`config.mk`:
```
export PLATFORM = sky130hd
export DESIGN_NAME = mtm_alu_serializer
export DESIGN_NICKNAME = d
export VERILOG_FILES = /design/src/rtl/mtm_alu_serializer.sv
export SDC_FILE = /design/constraint.sdc
export NUM_CORES = 1
export LEC_CHECK = 0
export ABC_AREA = 1
export ABC_CLOCK_PERIOD_IN_PS = 2300
export BUFFER_PORTS_ARGS = -buffer_cell sky130_fd_sc_hd__buf_2
export CAP_MARGIN = 20
export CORE_MARGIN = 3
export CORE_UTILIZATION = 40
export CTS_CLUSTER_DIAMETER = 100
export DETAILED_ROUTE_END_ITERATION = 7
export PLACE_DENSITY = 0.72
export SYNTH_ARGS = -nofsm -noshare
export SYNTH_HDL_FRONTEND = slang
export SYNTH_SLANG_ARGS = --single-unit
```
`constraint.sdc`:
```
create_clock -name clk -period 2.3 [get_ports clk]
set_input_delay 0.23 -clock clk [delete_from_list [all_inputs] [get_ports clk]]
set_output_delay 0.23 -clock clk [all_outputs]
set_load 0.02 [all_outputs]
```
`src/rtl/mtm_alu_serializer.sv`:
```
// mtm_alu_serializer: output stage of the MTM ALU. Frames the 32-bit result C and the
// status byte CTL_out into 11-bit packets (start 0, type, 8 payload bits MSB first,
// stop 1) on a single idle-high serial line. A normal frame is four data packets
// (C[31:24] first) followed by one CMD packet; an error frame (CTL_out[7]=1) is the
// CMD packet alone.
// Optional feature: define MTM_ALU_SER_CRC_EN to have the serializer compute the CRC-3
// for normal frames itself; undefined, CTL_out is sent verbatim.
// Ports:
//   clk     - clock, all state changes on posedge
//   rst     - asynchronous active-low reset
//   C       - ALU result, latched on an accepted load
//   CTL_out - status byte, latched on an accepted load
//   load    - one-cycle transmit request, accepted only in IDLE
//   sout    - registered serial output, 1 when idle
//   busy    - registered, high while a frame's bits are on sout
module mtm_alu_serializer (
    input  logic        clk,
    input  logic        rst,
    input  logic [31:0] C,
    input  logic [7:0]  CTL_out,
    input  logic        load,
    output logic        sout,
    output logic        busy
);

    localparam int unsigned DATA_PKTS = 4;
    localparam int unsigned PKT_W     = 3;
    localparam int unsigned BIT_W     = 3;

    typedef enum logic [2:0] {
        IDLE,
        START,
        TYPE,
        PAYLOAD,
        STOP
    } state_t;

    state_t             state;
    logic [PKT_W-1:0]   pkt;
    logic [BIT_W-1:0]   bit_cnt;
    logic [31:0]        c_q;
    logic [7:0]         ctl_q;
    logic [7:0]         cur_byte_c;
    logic [7:0]         ctl_tx_c;
    logic               cmd_pkt_c;

`ifdef MTM_ALU_SER_CRC_EN
    // Serial CRC-3, polynomial x^3+x+1, init 000, message MSB first.
    function automatic logic [2:0] crc3(input logic [36:0] msg);
        logic [2:0] r;
        logic       fb;
        r = 3'b000;
        for (int i = 36; i >= 0; i--) begin
            fb = msg[i] ^ r[2];
            r  = {r[1], r[0] ^ fb, fb};
        end
        return r;
    endfunction
`endif

    // CMD byte as it will be transmitted; error bytes always pass through untouched.
    always_comb begin
        ctl_tx_c = CTL_out;
`ifdef MTM_ALU_SER_CRC_EN
        if (!CTL_out[7]) begin
            ctl_tx_c = {CTL_out[7:3], crc3({C, 1'b0, CTL_out[6:3]})};
        end
`endif
    end

    assign cmd_pkt_c = (pkt == PKT_W'(DATA_PKTS));

    // Payload byte of the packet in flight.
    always_comb begin
        cur_byte_c = ctl_q;
        case (pkt)
            3'd0:    cur_byte_c = c_q[31:24];
            3'd1:    cur_byte_c = c_q[23:16];
            3'd2:    cur_byte_c = c_q[15:8];
            3'd3:    cur_byte_c = c_q[7:0];
            default: cur_byte_c = ctl_q;
        endcase
    end

    // Frame FSM; sout shows the bit belonging to the state just left.
    always_ff @(posedge clk or negedge rst) begin
        if (!rst) begin
            state   <= IDLE;
            pkt     <= '0;
            bit_cnt <= '0;
            c_q     <= '0;
            ctl_q   <= '0;
            sout    <= 1'b1;
            busy    <= 1'b0;
        end else begin
            case (state)
                IDLE: begin
                    sout <= 1'b1;
                    busy <= 1'b0;
                    if (load) begin
                        c_q   <= C;
                        ctl_q <= ctl_tx_c;
                        pkt   <= CTL_out[7] ? PKT_W'(DATA_PKTS) : '0;
                        state <= START;
                    end
                end
                START: begin
                    sout    <= 1'b0;
                    busy    <= 1'b1;
                    bit_cnt <= BIT_W'(7);
                    state   <= TYPE;
                end
                TYPE: begin
                    sout  <= cmd_pkt_c;
                    state <= PAYLOAD;
                end
                PAYLOAD: begin
                    sout <= cur_byte_c[bit_cnt];
                    if (bit_cnt == '0) begin
                        state <= STOP;
                    end else begin
                        bit_cnt <= bit_cnt - BIT_W'(1);
                    end
                end
                STOP: begin
                    sout <= 1'b1;
                    if (cmd_pkt_c) begin
                        state <= IDLE;
                    end else begin
                        pkt   <= pkt + PKT_W'(1);
                        state <= START;
                    end
                end
                default: begin
                    sout  <= 1'b1;
                    busy  <= 1'b0;
                    state <= IDLE;
                end
            endcase
        end
    end

endmodule
```
## After elaboration in Yosys (flattened, before gate mapping)

Cells that the tools add are included.

- Add/sub/neg operators: 2
- Multipliers: 0
- Divide/modulo/power cells: 0
- Magnitude comparators: 1
- Eq/ne operators: 12
- Shift operators: 0
- Muxes and demuxes: 15
- Bitwise gates (word level): 0
- Reduce and logical (&&, ||, !) cells: 10

Operators with widths:

| kind | number |
|---|---|
| case mux 8 bit (4 select lines) | 1 |
| 2-to-1 mux 3 bit | 6 |
| case mux 3 bit (5 select lines) | 1 |
| equality test 3 x 2 -> 1 bit (second input constant) | 4 |
| case mux 3 bit (2 select lines) | 2 |
| zero test 3 bit | 3 |
| != test 2 bit (second input constant) | 4 |
| equality test 3 x 1 -> 1 bit (second input constant) | 2 |
| equality test 3 bit (second input constant) | 2 |
| AND reduction 2 bit | 3 |
| less-than comparator 3 x 4 -> 1 bit (second input constant) | 1 |
| nonzero test 2 bit | 2 |
| adder 3 x 1 -> 3 bit (second input constant) | 1 |
| binary-select mux 1 bit (select 3 bit) | 1 |
| case mux 1 bit (3 select lines) | 1 |
| AND reduction 3 bit | 1 |
| OR reduction 3 bit | 1 |
| subtractor 3 x 1 -> 3 bit (second input constant) | 1 |
| 2-to-1 mux 1 bit | 2 |
| case mux 1 bit (2 select lines) | 1 |

- Flip-flop bits (word level): 51
- Latch bits: 0
- Memory bits (writable): 0
- Memory bits (read-only): 0
- Input port bits: 43
- Word-level logic and storage cells: 47
- Memories: 0

## Logic depth before layout (Yosys ltp)

Gate-level depths: netlist of run 1.

- Word-level depth: 5
- Depth in mapped cells: 14
- Depth with buffers taken out: 14

## Worst setup path after synthesis of run 1

OpenSTA, ideal clock, no wires.

- Kind: flip-flop to flip-flop
- From: reg pkt[0]
- To: reg sout
- Library setup time: 79 ps
- Arrival time: 1,608 ps
- Slack: 613 ps
- Cell stages (with the launch flop): 14
- Path buffers: 1
- Cells stage by stage: dfrtp_1 ha_1 ha_1 clkbuf_1 a21oi_4 nand3_1 nand2_1 inv_1 nand2_1 nand2_1 nand2_1 nand3_1 nand3_1 nand2_1

- Longest elaborated chain between the ends: 5

RTL lines:

| element | RTL line | RTL |
|---|---|---|
| from (decl) | 39 | `logic [PKT_W-1:0] pkt;` |
| from (signal assigned) | 103 | `pkt <= CTL_out[7] ? PKT_W'(DATA_PKTS) : '0;` |
| from (signal assigned) | 130 | `pkt <= pkt + PKT_W'(1);` |
| equality test 3 x 2 -> 1 bit (tied with other cells) | 76 | `case (pkt)` |
| case mux 8 bit (4 select lines) | 76 |  |
| binary-select mux 1 bit (select 3 bit) | 118 | `sout <= cur_byte_c[bit_cnt];` |
| 2-to-1 mux 1 bit (not written as such) | 118 |  |
| case mux 1 bit (3 select lines) * | 96 | `case (state)` |
| to (signal assigned) | 114 | `sout <= cmd_pkt_c;` |
| to (signal assigned) | 118 |  |
| to (decl) | 22 | `output logic sout,` |

Mark *: on every way between the ends. The rest lies on a longest branch, timed or not. The select of a mux whose other input is x is not followed.
A chain may end at the register's enable or synchronous reset.

## Worst setup path after layout of run 1

- From: reg pkt[1]
- To: reg sout

Same word-level chain as after synthesis.

==> run metrics, run 1 <==
status=completed; count of cell types in the netlist=19; vias per cell=5.03; Hold WS=0.150 ns; setup ws final=0.447 ns; TritonRoute pass-1 iters=4; Synth Warn #=0; clk slew on worst S/H paths=0.09 ns; DP HPWL=3.94 mm; Worst setup EP type=flip-flop; Place WS=0.459 ns; cts hold-fix bufs=1; CTS sink cnt=51; Clock Path Buffers=2; top post-synthesis cells by area=dfrtp_1, mux2_2, nand2_1; gr ovfl total=0; max cap viols=0; H-tree levels=2; unrepaired setup endpoints after global routing=false; TritonCTS clock tree=built; Setup Viol. Count Final=0; Routed WL per cell=13.9 um; Leak=1.49 nW; total CTS buffers=5; CP Class=reg2reg; post-synth top area cell=dfrtp_1; Period Utilization, post-route=0.806; CP Max Fanout=8; power per cell area=1280 mW/mm2; Startpoint Class=flip-flop; Max VDD drop=0.000653 V; vias in the first global route=1854; Tightest Pin Transition=0.595 ns; Fin. Hold Viols=0; Post-Layout Cell Count=375; Residual DRC=0; DIE AREA=0.00715 mm2; post-synthesis cell count=253; Horiz. Die Dim=84.6 um; Worst Hold Class=in2reg; Final Wtd Congestion=0.842; area share of the leading cell type in the synthesized netlist=0.507; sequential share of the synthesized area=0.517; Core Region=0.00574 mm2; Final #Nets=352; Die Ht=84.6 um; Cells after DPL=366; Syn Std Cell Area=0.00247 mm2; I/O pins=45; maximum clock rate=540 MHz; initial antenna violation count=0; critical path arrival=2.10 ns; Post-Syn Nets=303; cts repair resizes=0; final core utilization=0.508; Fin Setup TNS=0 ns; Slew headroom=0.603; Core Rows=27; syn_area_per_cell=9.76 um2; clk root buf=clkbuf_8; proportion of layout cells with a drive suffix above 1=0.320; worst-skew pair later-pin latency=0.30 ns; Port Buffers=44; Post-CTS Setup Bufs=0; diodes inserted=0; min cycle time layout=1.85 ns; worst endpoint required time=2.55 ns; first-pass GRT wire length=9.00 mm; area delta synth->final=18.1%; largest net degree at the start of global routing=44; Post-DRT Antenna Nets=0; total track usage=0.157; Fin Clk Skew=0.00437 ns; initial DRC count=73; Max Slew Vio Count=0; FF+latch count, synth=51; WL final=5.23 mm; via count=1888; starting density of the core=0.430
-- power by group --
group          switching (W)  internal [W]  leakage (nW)
Combinational       0.000775      0.000678         0.827
Clock               0.000290      0.000352        0.0612
Sequential          0.000274       0.00135         0.601
Total                0.00134       0.00238          1.49
-- worst paths after layout --
path / from / cells after the start / slack [ns] / endpoint
max in group asynchronous: rst / 3 / 1.28 / c_q[3]
worst max register to register: pkt[1] / 14 / 0.45 / sout
worst max-delay path: pkt[1] / 14 / 0.45 / sout
worst min register to register: c_q[6] / 1 / 0.51 / c_q[6]
min in group asynchronous: rst / 2 / 0.47 / c_q[19]
worst min-delay path: CTL_out[2] / 2 / 0.15 / ctl_q[2]
-- critical path, stage by stage, from the launching register on --
cell and delay, ns:
dfrtp_1 0.41, inv_1 0.11, ha_1 0.22, inv_1 0.06, nor2_1 0.39, nand2_1 0.10, nand2_1 0.08, nor2_1 0.04
nand2_1 0.05, nand2_1 0.05, nand2_1 0.06, nand2_1 0.05, nand3_1 0.06, nand3_1 0.06, nand2_1 0.06
-- placed cells by master, fill, tap and decap left out --
| master | count |
|---|---|
| a21oi_1 | 3 |
| a21oi_4 | 1 |
| a22oi_1 | 1 |
| buf_12 | 1 |
| buf_2 | 44 |
| buf_4 | 1 |
| bufinv_16 | 1 |
| clkbuf_8 | 6 |
| clkinv_2 | 1 |
| dfrtp_1 | 50 |
| dfstp_2 | 1 |
| dlygate4sd3_1 | 1 |
| ha_1 | 7 |
| inv_1 | 21 |
| inv_2 | 1 |
| mux2_2 | 38 |
| nand2_1 | 65 |
| nand3_1 | 29 |
| nand3_2 | 1 |
| nand3b_1 | 1 |
| nor2_1 | 18 |
| nor3_1 | 1 |
| o211ai_1 | 1 |
| o21ai_0 | 8 |
| o21ai_2 | 1 |
-- layer usage --
metal,vias up,routed length [um],GRT usage
li1,926,-,-
met1,909,2530,0.228
met2,44,2390,0.233
met3,9,213,0.0314
met4,0,96,0.0561
met5,-,0,0
-- kinds of logic after synthesis --
logic type,synth area share
buffers and inverters,0.0431
muxes,0.173
DFF,0.517
adders and majority gates,0.0355
and+or+nand+nor,0.192
AOI/OAI and AO/OA,0.0385
-- through the flow --
stage	total power [W]	area [um2]
finish	0.00372	2920
global route	0.00405	2920
CTS	0.00376	2920
detailed placement	0.00310	2790
global placement	0.00304	2790
floorplan	0.00270	2470
-- synth_stat cells --
cell / count
mux2_2: 38
a21oi_4: 1
nand2_1: 65
a21oi_1: 3
dfrtp_1: 50
nand3_1: 30
nand3b_1: 1
clkbuf_1: 1
a22oi_1: 1
buf_2: 4
o21ai_0: 8
inv_1: 21
dfstp_2: 1
ha_1: 7
o21ai_2: 1
nor3_1: 1
inv_2: 1
o211ai_1: 1
nor2_1: 18
-- layout make-up --
type	instances	area, um2
inverter	22	82.6
multi-input combinational	175	1090
clock buffer	6	82.6
tap	72	90.1
fill	540	2830
timing repair buffer	47	258
clock inverter	2	35.0
sequential	51	1280
-- flip-flops by register name (all words and copies together), names as in the netlist --
register  count
c_q          32
bit_cnt       3
sout          1
ctl_q         8
state         3
busy          1
pkt           3
Power figures use the tool's default switching activity.
==> run 2: changes to the inputs <==
--- a/config.mk
+++ b/config.mk
@@ -6,14 +6,14 @@
 export NUM_CORES = 1
 export LEC_CHECK = 0
 export ABC_AREA = 1
-export ABC_CLOCK_PERIOD_IN_PS = 2300
+export ABC_CLOCK_PERIOD_IN_PS = 1600
 export BUFFER_PORTS_ARGS = -buffer_cell sky130_fd_sc_hd__buf_2
 export CAP_MARGIN = 20
 export CORE_MARGIN = 3
 export CORE_UTILIZATION = 40
 export CTS_CLUSTER_DIAMETER = 100
 export DETAILED_ROUTE_END_ITERATION = 7
-export PLACE_DENSITY = 0.72
+export PLACE_DENSITY = 0.74
 export SYNTH_ARGS = -nofsm -noshare
 export SYNTH_HDL_FRONTEND = slang
 export SYNTH_SLANG_ARGS = --single-unit
==> constraint.sdc (replaced) <==
create_clock -name clk -period 1.6 [get_ports clk]
set_input_delay 0.16 -clock clk [delete_from_list [all_inputs] [get_ports clk]]
set_output_delay 0.16 -clock clk [all_outputs]
set_load 0.02 [all_outputs]
==> run metrics, run 2 (synthesis gave the netlist of run 1 again) <==
clk root buf=clkbuf_8; largest net degree at the start of global routing=52; Fin. Hold Viols=0; proportion of layout cells with a drive suffix above 1=0.396; CP Max Fanout=5; R2R cell count=13; total track usage=0.165; status=finished, violations left; Hold WS=0.0779 ns; Worst setup EP type=flip-flop; via count=1945; Setup Viol. Count Final=1; top flop regs=c_q: 32 flops, ctl_q: 8 flops; Int Pwr=0.00340 W; Startpoint Class=flip-flop; unrepaired setup endpoints after global routing=true; diodes inserted=0; maximum clock rate=593 MHz; Residual DRC=0; initial DRC count=112; Die Ht=84.6 um; Reg with most FFs=c_q; Slew headroom=0.773; worst-skew pair later-pin latency=0.30 ns; Clk pwr share=0.136; vias per cell=5.01; TritonCTS clock tree=built; post-placement cell area=0.00286 mm2; Core Region=0.00574 mm2; DIE AREA=0.00715 mm2; most frequent cells in the layout=nand2_1, dfrtp_1, buf_2, mux2_2, nand3_1; commonest non-fill, non-tap cell in the layout=nand2_1; H-tree levels=2; CP max stage delay=0.42 ns; power per cell area=1770 mW/mm2; Gate power share=0.433; Leak=1.53 nW; total CTS buffers=5; Place WS=-0.110 ns; CP Class=reg2reg; Max Slew Vio Count=0; Tightest Pin Transition=0.340 ns; Final #Nets=365; Core Rows=27; Routed WL per cell=14.1 um; CTS sink cnt=51; sw frac=0.377; Post-DRT Antenna Nets=0; final instance area=0.00307 mm2; clk slew on worst S/H paths=0.10 ns; gr ovfl total=0; number of flip-flops in the largest register=32; Horiz. Die Dim=84.6 um; I/O pins=45; Post-Layout Cell Count=388; most used cell, CP=nand2_1; Final Wtd Congestion=0.875; DP HPWL=3.96 mm; switching power=0.00205 W; initial antenna violation count=0; vias in the first global route=2046; Flop pwr share=0.431; Fin Clk Skew=0.00763 ns; critical path cell sequence=inv_2 > ha_2 > buf_4 > a21oi_4 > nand3_2 > nand2_1 > inv_1 > nand2_1 > nand2_1 > nand2_1 > nand3_1 > nand3_1 > nand2_1; Slowest-stage cell, CP=dfrtp_1; total power=0.00545 W; worst endpoint required time=1.83 ns; Cells after DPL=375; critical path arrival=1.92 ns; Period Utilization, post-route=1.05; area delta synth->final=24.4%; WHS Path Cells=2; WL final=5.46 mm; failing checks=setup timing; max cap viols=0; Max VDD drop=0.000681 V; Clock Path Buffers=2; Worst Hold Class=in2reg; first-pass GRT wire length=9.52 mm; starting density of the core=0.430; setup ws final=-0.0872 ns; Port Buffers=44; min cycle time layout=1.69 ns; TritonRoute pass-1 iters=4
run 2: stage by stage:
stage	utilization	setup TNS, ns
floorplan	-	0
global placement	0.498	-0.0840
detailed placement	0.498	-0.110
CTS	0.531	-0.0380
global route	0.535	-0.231
finish	0.535	-0.0872
run 2: area by class of cell:
class                      instances  area, um2
sequential                        51       1280
tap                               72       90.1
fill                             528       2670
inverter                          22       82.6
clock buffer                       6       72.6
multi-input combinational        176       1180
clock inverter                     2       16.3
timing repair buffer              59        352
run 2: path summary, 6_finish.rpt:
kind                        start        to  slack (ns)
hold reg to reg              busy      busy        0.51
min in group asynchronous     rst  state[1]        0.38
setup reg to reg           pkt[1]      sout       -0.09
setup / recovery           pkt[1]      sout       -0.09
hold / removal              C[24]   c_q[24]        0.08
max in group asynchronous     rst      sout        0.94
run 2: timing repair:
action,CTS,global route
pin swaps,11,4
gates cloned,1,0
hold buffers,1,0
endpoints found under the setup margin,1,6
setup buffers,3,0
resized for setup,14,7
endpoints found under the hold margin,50,0
run 2: layer usage:
| metal | wire length [um] | track usage | share of wire |
|---|---|---|---|
| met3 | 208 | 0.0226 | 0.038 |
| met1 | 2490 | 0.215 | 0.46 |
| met5 | 0 | 0 | 0 |
| met4 | 136 | 0.0705 | 0.025 |
| met2 | 2630 | 0.274 | 0.48 |
run 2: critical path: cells and delay by family (launching register included):
kind,cells,cell delay (ns)
compound gates,1,0.24
flops,1,0.42
simple gates,8,0.51
fa+ha+maj,1,0.18
buf+inv,3,0.27
run 2: power by group through the flow:
stage | registers [W] | clock network (W) | logic, W
2_1_floorplan | 0.00225 | 0 | 0.00164
3_3_place_gp | 0.00234 | 0 | 0.00214
3_5_place_dp | 0.00236 | 0 | 0.00221
4_1_cts | 0.00235 | 0.000763 | 0.00231
5_1_grt | 0.00243 | 0.000812 | 0.00268
6_report | 0.00235 | 0.000743 | 0.00236
